## config.mk

```make
export PLATFORM = sky130hd
export DESIGN_NAME = watch_set_ctrl
export DESIGN_NICKNAME = d
export VERILOG_FILES = /design/src/rtl/watch_set_ctrl.sv
export SDC_FILE = /design/constraint.sdc
export NUM_CORES = 1
export LEC_CHECK = 0
export CORE_MARGIN = 10
export CORE_UTILIZATION = 40
export CTS_BUF_LIST = sky130_fd_sc_hd__clkbuf_8
export CTS_CLUSTER_DIAMETER = 40
export DETAILED_ROUTE_END_ITERATION = 8
export REMOVE_ABC_BUFFERS = 1
export SYNTH_ARGS = -nofsm -noshare
export SYNTH_HDL_FRONTEND = slang
export SYNTH_SLANG_ARGS = --single-unit
```

## constraint.sdc

```tcl
create_clock -name clk -period 3 [get_ports clk]
set_input_delay 0.75 -clock clk [delete_from_list [all_inputs] [get_ports clk]]
set_output_delay 0.75 -clock clk [all_outputs]
set_load 0.05 [all_outputs]
```

## src/rtl/watch_set_ctrl.sv

```systemverilog
// Watch time-setting control: mode sequencing, up-button increment pulses with
// auto-repeat, selected-field blink and inactivity timeout back to RUN.
// Optional build macro WATCH_SET_SEC_CLR_EN: in SET_SEC an up press clears seconds instead.
module watch_set_ctrl #(
   parameter int unsigned REPEAT_DELAY  = 50_000_000,
   parameter int unsigned REPEAT_PERIOD = 10_000_000,
   parameter int unsigned TIMEOUT_CYC   = 1_000_000_000,
   parameter int unsigned BLINK_HALF    = 25_000_000
) (
   input  logic       clk,
   input  logic       reset,
   input  logic       btn_mode,
   input  logic       btn_up,
   output logic       o_btn_sec,
   output logic       o_btn_min,
   output logic       o_btn_hour,
   output logic [1:0] o_mode,
   output logic       o_blink,
   output logic       o_sec_clr
);

   typedef enum logic [1:0] {
      RUN      = 2'd0,
      SET_HOUR = 2'd1,
      SET_MIN  = 2'd2,
      SET_SEC  = 2'd3
   } mode_t;

   localparam int unsigned HOLD_MAX = (REPEAT_DELAY > REPEAT_PERIOD) ? REPEAT_DELAY : REPEAT_PERIOD;
   localparam int HOLD_W = (HOLD_MAX > 1)    ? $clog2(HOLD_MAX)    : 1;
   localparam int TO_W   = (TIMEOUT_CYC > 1) ? $clog2(TIMEOUT_CYC) : 1;
   localparam int BL_W   = (BLINK_HALF > 1)  ? $clog2(BLINK_HALF)  : 1;

   localparam logic [HOLD_W-1:0] DELAY_LAST  = HOLD_W'(REPEAT_DELAY - 1);
   localparam logic [HOLD_W-1:0] PERIOD_LAST = HOLD_W'(REPEAT_PERIOD - 1);
   localparam logic [TO_W-1:0]   TO_LAST     = TO_W'(TIMEOUT_CYC - 1);
   localparam logic [BL_W-1:0]   BL_LAST     = BL_W'(BLINK_HALF - 1);

   mode_t             state_q, state_d;
   logic              mode_prev_q, up_prev_q;
   logic              mode_rise, up_rise;
   logic              armed_q, armed_d;
   logic              rep_phase_q, rep_phase_d;
   logic [HOLD_W-1:0] hold_cnt_q, hold_cnt_d;
   logic [TO_W-1:0]   to_cnt_q, to_cnt_d;
   logic [BL_W-1:0]   bl_cnt_q, bl_cnt_d;
   logic              blink_q, blink_d;
   logic              hour_q, hour_d;
   logic              min_q, min_d;
   logic              sec_q, sec_d;
   logic              fire;
   logic              mode_chg;
   logic              timeout_hit;
   logic              repeat_ok;

   assign mode_rise = btn_mode & ~mode_prev_q;
   assign up_rise   = btn_up & ~up_prev_q;

   // A held up button keeps the unit alive, so it also blocks the timeout.
   assign timeout_hit = (state_q != RUN) && !mode_rise && !btn_up && (to_cnt_q == TO_LAST);

`ifdef WATCH_SET_SEC_CLR_EN
   logic sec_clr_q, sec_clr_d;
   assign repeat_ok = (state_q != SET_SEC);
`else
   assign repeat_ok = 1'b1;
`endif

   always_comb begin
      state_d     = state_q;
      armed_d     = armed_q;
      rep_phase_d = rep_phase_q;
      hold_cnt_d  = hold_cnt_q;
      to_cnt_d    = to_cnt_q;
      bl_cnt_d    = bl_cnt_q;
      blink_d     = blink_q;
      fire        = 1'b0;
      mode_chg    = 1'b0;

      if (state_q == RUN) begin
         armed_d     = 1'b0;
         rep_phase_d = 1'b0;
         hold_cnt_d  = '0;
         to_cnt_d    = '0;
         bl_cnt_d    = '0;
         blink_d     = 1'b0;
         if (mode_rise) begin
            state_d = SET_HOUR;
         end
      end else begin
         mode_chg = mode_rise | timeout_hit;

         if (mode_rise) begin
            case (state_q)
               SET_HOUR: state_d = SET_MIN;
               SET_MIN:  state_d = SET_SEC;
               default:  state_d = RUN;
            endcase
         end else if (timeout_hit) begin
            state_d = RUN;
         end

         if (mode_rise || btn_up || timeout_hit) begin
            to_cnt_d = '0;
         end else begin
            to_cnt_d = to_cnt_q + TO_W'(1);
         end

         if (mode_chg) begin
            bl_cnt_d = '0;
            blink_d  = 1'b0;
         end else if (bl_cnt_q == BL_LAST) begin
            bl_cnt_d = '0;
            blink_d  = ~blink_q;
         end else begin
            bl_cnt_d = bl_cnt_q + BL_W'(1);
         end

         // Repeat is armed only by a press that produced a pulse; a mode change disarms it.
         if (mode_chg || !btn_up) begin
            armed_d     = 1'b0;
            rep_phase_d = 1'b0;
            hold_cnt_d  = '0;
         end else if (up_rise) begin
            fire        = 1'b1;
            armed_d     = repeat_ok;
            rep_phase_d = 1'b0;
            hold_cnt_d  = '0;
         end else if (armed_q) begin
            if (!rep_phase_q) begin
               if (hold_cnt_q == DELAY_LAST) begin
                  fire        = 1'b1;
                  rep_phase_d = 1'b1;
                  hold_cnt_d  = '0;
               end else begin
                  hold_cnt_d = hold_cnt_q + HOLD_W'(1);
               end
            end else begin
               if (hold_cnt_q == PERIOD_LAST) begin
                  fire       = 1'b1;
                  hold_cnt_d = '0;
               end else begin
                  hold_cnt_d = hold_cnt_q + HOLD_W'(1);
               end
            end
         end else begin
            hold_cnt_d = '0;
         end
      end

      hour_d = fire && (state_q == SET_HOUR);
      min_d  = fire && (state_q == SET_MIN);
`ifdef WATCH_SET_SEC_CLR_EN
      sec_d     = 1'b0;
      sec_clr_d = fire && (state_q == SET_SEC);
`else
      sec_d = fire && (state_q == SET_SEC);
`endif
   end

   always_ff @(posedge clk) begin
      if (reset) begin
         state_q     <= RUN;
         mode_prev_q <= 1'b1;
         up_prev_q   <= 1'b1;
         armed_q     <= 1'b0;
         rep_phase_q <= 1'b0;
         hold_cnt_q  <= '0;
         to_cnt_q    <= '0;
         bl_cnt_q    <= '0;
         blink_q     <= 1'b0;
         hour_q      <= 1'b0;
         min_q       <= 1'b0;
         sec_q       <= 1'b0;
      end else begin
         state_q     <= state_d;
         mode_prev_q <= btn_mode;
         up_prev_q   <= btn_up;
         armed_q     <= armed_d;
         rep_phase_q <= rep_phase_d;
         hold_cnt_q  <= hold_cnt_d;
         to_cnt_q    <= to_cnt_d;
         bl_cnt_q    <= bl_cnt_d;
         blink_q     <= blink_d;
         hour_q      <= hour_d;
         min_q       <= min_d;
         sec_q       <= sec_d;
      end
   end

`ifdef WATCH_SET_SEC_CLR_EN
   always_ff @(posedge clk) begin
      if (reset) begin
         sec_clr_q <= 1'b0;
      end else begin
         sec_clr_q <= sec_clr_d;
      end
   end
   assign o_sec_clr = sec_clr_q;
`else
   assign o_sec_clr = 1'b0;
`endif

   assign o_mode     = state_q;
   assign o_blink    = blink_q;
   assign o_btn_hour = hour_q;
   assign o_btn_min  = min_q;
   assign o_btn_sec  = sec_q;

endmodule

```

== Word level (Yosys, flattened, before mapping) ==
Index checks and enable logic that the tools add are counted.
Word-level totals
  bits in read-only memories: 0
  output and inout bits: 7
  word-level logic and storage cells: 67
  bits in latches: 0
  memories kept: 0
  input port bits: 4
  RAM bits: 0
  bits in registers: 91
Cells by class
  div/mod/pow operators: 0
  reduce and logical (&&, ||, !) cells: 21
  magnitude comparators: 0
  equal/unequal tests: 8
  multiply operators: 0
  bitwise operators: 7
  $add $sub $neg: 3
  shifts and indexed selects: 0
  muxes and demuxes: 16
Operators with widths (count)
  $mux 26: 3
  $add 30x1->30 const B: 1
  $eq 30x30->1 const B: 1
  $add 26x1->26 const B: 1
  $eq 26x24->1 const B: 1
  $eq 26x26->1 const B: 1
  $add 25x1->25 const B: 1
  $eq 25x25->1 const B: 1
  $reduce_or 3->1: 3
  $mux 1: 8
  $mux 2: 4
  $reduce_or 4->1: 2
  $logic_and 1x1->1: 6
  $reduce_or 5->1: 1
  $eq 2x2->1 const B: 2
  $not 1->1: 4
  $pmux 2 s2: 1
  $reduce_bool 2->1: 2
  $logic_or 1x1->1: 3
  $and 1x1->1: 2
  $eq 2x1->1 const B: 1
  $logic_not 1->1: 2
  $logic_not 2->1: 1
  $ne 2x2->1 const B: 1
  2 further kinds: 2

== Logic depth before layout (Yosys ltp) ==
Gate-level depths: netlist (run 1).
  depth in word-level cells: 11
  mapped depth: 9
  gate-level depth less buffers: 6

== Least setup slack after synthesis (run 1) ==
Ideal clock, no wire load.
  path kind: register to register
  start: reg state_q[0], in the netlist o_mode[0]
  end: reg hold_cnt_q[12]
  data required time: 2935 ps
  arrival: 2471 ps
  setup slack: 465 ps
  cell stages (with the launch flop): 10
  library setup time: 65 ps
  period minus slack after synthesis: 2535 ps
  cell sequence: dfxtp_1 inv_1 ha_1 or3_4 or3_1 buf_2 a21o_1 buf_6 buf_6 nor2_1
On the way
  longest elaborated chain between the ends: 7
  elaborated cells on any way between the ends: 8
  those cells by class: bitwise (1); reduce/logical (7)
Ends and longest elaborated chain
  start: declaration: line 39  | mode_t state_q, state_d;
  start signal: assignment: line 176  | state_q <= state_d;
  $reduce_bool 2->1: line 60  | assign timeout_hit = (state_q != RUN) && !mode_rise && !btn_up && (to_cnt_q == TO_LAST);
  $logic_and 1x1->1 (3 in a row): line 60
  $or 1x1->1: line 91  | mode_chg = mode_rise | timeout_hit;
  $logic_or 1x1->1: line 120  | if (mode_chg || !btn_up) begin
  $reduce_or 5->1 (no line) *
  end signal: assignment: line 181  | hold_cnt_q <= hold_cnt_d;
  end: declaration: line 44  | logic [HOLD_W-1:0] hold_cnt_q, hold_cnt_d;
Every way passes the cells marked *; elsewhere a longest branch is shown, timed or not.
A chain may end at the register's enable or synchronous reset.

== Worst setup path after layout (run 1) ==
  start: reg hold_cnt_q[12]
  end: reg hold_cnt_q[3]
On the way
  longest elaborated chain between the ends: 3
  elaborated cells on any way between the ends: 5
  those cells by class: eq/ne (2); mux (3)
Ends and longest elaborated chain
  $eq 26x26->1 / $eq 26x24->1 (equally long branches): line 131, 139
  $mux 26 (on tied branches): line 131, 139
  $mux 26 *: line 130  | if (!rep_phase_q) begin
Marked as above.

==> results_dict.tcl, run 1 <==
set metrics [dict create \
    status "completed" \
    dp.final_hpwl_um 5610 \
    slowest_stage "a21o_1" \
    final_layout_size_suffix_gt1_share_pct 8.90 \
    core_area_mm2 0.0103 \
    wl_um 8070 \
    path_cells "and4_1 -> nand3_1 -> o32ai_1 -> a21o_1 -> nor2_1" \
    crit_path_max_fanout 18 \
    numCtsBuffers 9 \
    postRouteAntennaNets 0 \
    irDropWorstVdd_mv 0.203 \
    cts_tree "done" \
    yosys.area.top_type "dfxtp_1" \
    first_global_vias 2986 \
    portBuffers 9 \
    setup_tns_ns 0 \
    dieHeight_um 123 \
    antenna_found_initial 0 \
    gp_congestion 0.780 \
    p_per_area_mw_per_mm2 446 \
    setup_slack_ns 0.509 \
    worst_pin_slew_ns 0.749 \
    synth_area_per_cell_um2 9.04 \
    grt_overflow 0 \
    synthCells 466 \
    finalClockSkew_ns 0.00800 \
    period_share_pct 83.0 \
    slew_headroom_pct 49.7 \
    holdCritPathClass "flop to flop" \
    dieWidth_um 123 \
    crit_family "compound AO/OA/AOI/OAI gates" \
    dpl_cell_area_mm2 0.00443 \
    cp.buffers_inverters 0 \
    hold_buffers 0 \
    critPathArrivalTime_ns 2.70 \
    synthToLayoutAreaGrowth_pct 9.77 \
    dr.first_iter.drc_count 136 \
    grt_start_max_net_pins 30 \
    path_clk_slew_ns 0.09 \
    slowest_delay_ns 0.58 \
    synth_seq_area_share_pct 43.2 \
    cts_max_path_buffers 2 \
    slew_viol_final 0 \
    synth_top_area_share_pct 43.2 \
    synthTopCellsByArea "dfxtp_1, xor2_1, nor2_1" \
    vias_per_cell 5.12 \
    row_count 37 \
    dieArea_mm2 0.0150 \
    ios 11 \
    required_ns 3.21 \
    cts_setup_buffers 0 \
    setup_violations 0 \
    fin_crit_ns 2.49 \
    max_cap_viol_count 0 \
    p_leak_nw 1.47 \
    syn_area_mm2 0.00421 \
    ys.flop_type "dfxtp_1" \
    ys_async_sr_fraction_pct 0 \
    clock_latency_ns 0.35 \
    start_util_pct 41.0 \
    synth_seq_cells 91 \
    fin_util_pct 45.0 \
    cts_resized 0 \
    total_power_mw 2.06 \
    fmax_mhz 401 \
    ctsHtreeMaxLevel 3 \
    synth_commonest_cells "dfxtp_1, nor2_1, xor2_1" \
    dr_total_vias 3172 \
    rsz0062_at_grt "false" \
    diodes 0 \
    wire_per_inst_um 13.0 \
    grt_use_total_pct 11.0 \
    nets 490 \
    worstSetupPathType "flop to flop" \
    design_area_mm2 0.00462 \
    yosys_warnings 0 \
    grt_pass1_wl_um 13800 \
    cts.sinks 91 \
    cp-end-kind "flop" \
    synth-edff-count 0 \
    clockRootBuffer "clkbuf_8" \
    startpoint_type "flop" \
    finalHoldViolations 0 \
    drt-pass1-iter-count 4 \
    post-route-drc-count 0 \
    post-place-ws_ns 0.240 \
    ys_types 49 \
]
## layout make-up
class	count	area [um^2]
fillers	1035	5650
multi-input cells	352	2250
flip-flops and latches	91	1820
clock buffers	13	179
well taps	136	170
repair buffers	15	148
inverters	9	33.8
clock inverters	3	20.0
## state kept, by name, summed over array words and instances, names as in the netlist, 2 cells and up
name	count
to_cnt_q	30
hold_cnt_q	26
bl_cnt_q	25
o_mode	2
## logic make-up after synthesis
logic type	share of synthesized area (%)
and+or+nand+nor	33.1
DFF	43.2
xor gates and xnor gates	15.6
buffers and inverters	3.30
AOI/OAI and AO/OA	2.26
adders and majority gates	2.38
other	0.0890
## per-layer routing
metal	global-route usage (%)	part of all wire (%)
met1	14.6	50
met2	17.3	46
met3	2.11	2.8
met4	4.34	1.3
met5	0	0
## placed cells by master (no fill, tap or decap), types with 2 or more instances in the layout
master | netlist | final
inv_1 | 9 | 9
xor2_1 | 53 | 53
nor4_2 | 3 | 3
nor2_1 | 91 | 91
nand4_1 | 27 | 27
or4b_1 | 3 | 3
dfxtp_1 | 91 | 91
clkbuf_8 | 0 | 13
or4_1 | 4 | 4
or2_2 | 4 | 4
and3_1 | 17 | 17
a21oi_1 | 3 | 3
and4_1 | 7 | 7
or3_4 | 2 | 2
nor3_1 | 7 | 7
clkinvlp_4 | 0 | 2
nor4_1 | 5 | 5
nand2_1 | 21 | 21
nand3_1 | 39 | 39
nor3b_1 | 3 | 3
xnor2_1 | 22 | 22
and4_2 | 3 | 3
a31oi_1 | 2 | 2
nand3b_1 | 2 | 2
and2_1 | 3 | 3
or3_1 | 3 | 3
clkdlybuf4s50_1 | 0 | 9
nor4bb_1 | 2 | 2
ha_1 | 8 | 8
buf_4 | 3 | 5
## worst register-to-register path, cell delays in order (launching register included)
cell,delay [ns]
dfxtp_1,0.44
and4_1,0.48
nand3_1,0.17
o32ai_1,0.55
a21o_1,0.58
nor2_1,0.14
## metrics by stage
stage / hold WS, ns / instances
floorplan: 0.418 / 452
global placement: 0.426 / 603
detailed placement: 0.442 / 603
CTS: 0.459 / 619
global route: 0.474 / 619
finish: 0.455 / 619
## power breakdown
part | leakage, nW | switching (mW) | internal, mW
Combinational | 0.640 | 0.0205 | 0.0135
Clock | 0.0977 | 0.424 | 0.391
Sequential | 0.733 | 0.00300 | 1.21
## path summary, 6_finish.rpt
check	to	slack [ns]	start	cells past startpoint
setup / recovery	hold_cnt_q[3]$_SDFF_PP0_	0.51	hold_cnt_q[12]$_SDFF_PP0_	5
hold / removal	to_cnt_q[0]$_SDFF_PP0_	0.46	to_cnt_q[0]$_SDFF_PP0_	1
setup reg to reg	hold_cnt_q[3]$_SDFF_PP0_	0.51	hold_cnt_q[12]$_SDFF_PP0_	5
hold reg to reg	to_cnt_q[0]$_SDFF_PP0_	0.46	to_cnt_q[0]$_SDFF_PP0_	1
No activity file was read; power rests on OpenSTA's default activity.
==> run 2, diff against run 1 <==
==> constraint.sdc (replaced) <==
create_clock -name clk -period 2.5 [get_ports clk]
set_input_delay 0.625 -clock clk [delete_from_list [all_inputs] [get_ports clk]]
set_output_delay 0.625 -clock clk [all_outputs]
set_load 0.05 [all_outputs]
==> results_dict.tcl, run 2 (same netlist as run 1, synthesis figures left out) <==
set metrics [dict create \
    status "completed" \
    worstSetupPathType "flop to primary output" \
    hold_buffers 0 \
    fin_crit_ns 2.24 \
    slowest_delay_ns 0.84 \
    grt_use_total_pct 11.1 \
    dp_cells 612 \
    clock_latency_ns 0.35 \
    top_register "to_cnt_q" \
    cts_resized 0 \
    clockRootBuffer "clkbuf_8" \
    antenna_found_initial 0 \
    cts_tree "done" \
    postRouteAntennaNets 0 \
    holdPathStages 1 \
    required_ns 1.88 \
    dieArea_mm2 0.0150 \
    slowest_stage "clkdlybuf4s50_1" \
    final_cell_mix "nor2_1, dfxtp_1, xor2_1" \
    cts.sinks 91 \
    design_area_mm2 0.00470 \
    ff2ff_path_depth 6 \
    cp.buffers_inverters 1 \
    cts_setup_buffers 0 \
    crit_path_max_fanout 5 \
    dieHeight_um 123 \
    post-route-drc-count 0 \
    layout.cells.non_filler 628 \
    finalClockSkew_ns 0.00716 \
    core_area_mm2 0.0103 \
    final_layout_size_suffix_gt1_share_pct 9.96 \
    fmax_mhz 446 \
    synthToLayoutAreaGrowth_pct 11.6 \
    first_global_vias 2926 \
    slew_headroom_pct 50.0 \
    worstHoldStart "to_cnt_q[0]$_SDFF_PP0_" \
    p_per_area_mw_per_mm2 507 \
    dieWidth_um 123 \
    finalHoldViolations 0 \
    vias_per_cell 5.07 \
    dr.first_iter.drc_count 196 \
    drt-pass1-iter-count 4 \
    nets 499 \
    startpoint_type "flop" \
    reg2reg_to "hold_cnt_q[0]$_SDFF_PP0_" \
    holdCritPathClass "flop to flop" \
    slew_viol_final 0 \
    dr_total_vias 3187 \
    max_cap_viol_count 0 \
    path_clk_slew_ns 0.08 \
    path_cells "clkdlybuf4s50_1" \
    rsz0062_at_grt "false" \
    worst_pin_slew_ns 0.744 \
    reg2reg_from "o_mode[0]$_SDFFE_PP0P_" \
    setup_violations 0 \
    row_count 37 \
    setup_slack_ns 0.257 \
    fin_util_pct 45.8 \
    wl_um 7780 \
    portBuffers 9 \
    grt_pass1_wl_um 13600 \
    gp_congestion 0.758 \
    grt_overflow 0 \
    cp-end-kind "primary output" \
    hold_ws_ns 0.447 \
    ios 11 \
    dpl_cell_area_mm2 0.00453 \
    dp.final_hpwl_um 5580 \
    post-place-ws_ns -0.0519 \
    largest_register_ffs 30 \
    wire_per_inst_um 12.4 \
    top_regs "to_cnt_q x30, hold_cnt_q x26, bl_cnt_q x25" \
    start_util_pct 41.0 \
    diodes 0 \
    period_share_pct 89.7 \
    min_to "to_cnt_q[0]$_SDFF_PP0_" \
    p_leak_nw 1.54 \
    ctsHtreeMaxLevel 3 \
    irDropWorstVdd_mv 0.367 \
    cts_max_path_buffers 2 \
    crit_family "buffers and inverters" \
    grt_start_max_net_pins 25 \
    numCtsBuffers 9 \
    critPathArrivalTime_ns 1.62 \
    reg2reg_setup_slack_ns 0.28 \
]
==> run 2: cell count changes in the layout (fill, tap and decap cells not counted) <==
cell / delta
buf_12: +3
buf_4: +6
clkbuf_8: -2
clkinv_2: +1
clkinvlp_4: -2
inv_1: +3
==> run 2: worst register-to-register path, stage by stage, from the launching register on <==
cell       delay, ns
dfxtp_1         0.42
inv_1           0.11
ha_1            0.27
or3_4           0.42
a31oi_4         0.26
nand2_1         0.19
a2111oi_0       0.42
==> run 2: layout make-up <==
cell class                      count  area [um^2]
Inverter                            9         33.8
Fill cell                         996         5570
Clock buffer                       11          151
Sequential cell                    91         1820
Clock inverter                      5         21.3
Tap cell                          136          170
Timing Repair Buffer               24          253
Multi-Input combinational cell    352         2250
==> run 2: worst max path at each step <==
| stage | start | to | slack (ns) | cells past startpoint |
|---|---|---|---|---|
| after global routing | o_mode[0]$_SDFFE_PP0P_ | hold_cnt_q[0]$_SDFF_PP0_ | 0.11 | 6 |
| after global placement | btn_up | bl_cnt_q[10]$_SDFF_PP0_ | 0.01 | 8 |
| after floorplan | o_mode[0]$_SDFFE_PP0P_ | hold_cnt_q[10]$_SDFF_PP0_ | 0.04 | 6 |
| final | o_mode[0]$_SDFFE_PP0P_ | o_mode[0] | 0.26 | 1 |
| after CTS | o_mode[0]$_SDFFE_PP0P_ | o_mode[0] | 0.22 | 1 |
| after detailed placement | btn_mode | hold_cnt_q[0]$_SDFF_PP0_ | -0.05 | 6 |
==> run 2: where the power goes <==
group	total, mW	leakage (nW)	internal [mW]	switching [mW]
sequential	1.45	0.733	1.45	0.00350
combinational	0.0475	0.704	0.0210	0.0265
clock	0.883	0.103	0.402	0.481
==> run 2: per-layer routing <==
layer,up-vias,track usage (%),part of all wire [%]
met5,-,0,0
met4,0,3.76,1.3
met3,9,3.54,4.3
met2,41,16.6,44
met1,1490,14.7,51
li1,1647,-,-
==> run 2: stage by stage <==
stage | setup TNS, ns | total power, mW
detailed placement | -0.614 | 1.54
CTS | 0 | 2.43
global placement | 0 | 1.54
finish | 0 | 2.39
global route | 0 | 2.49
floorplan | 0 | 1.51
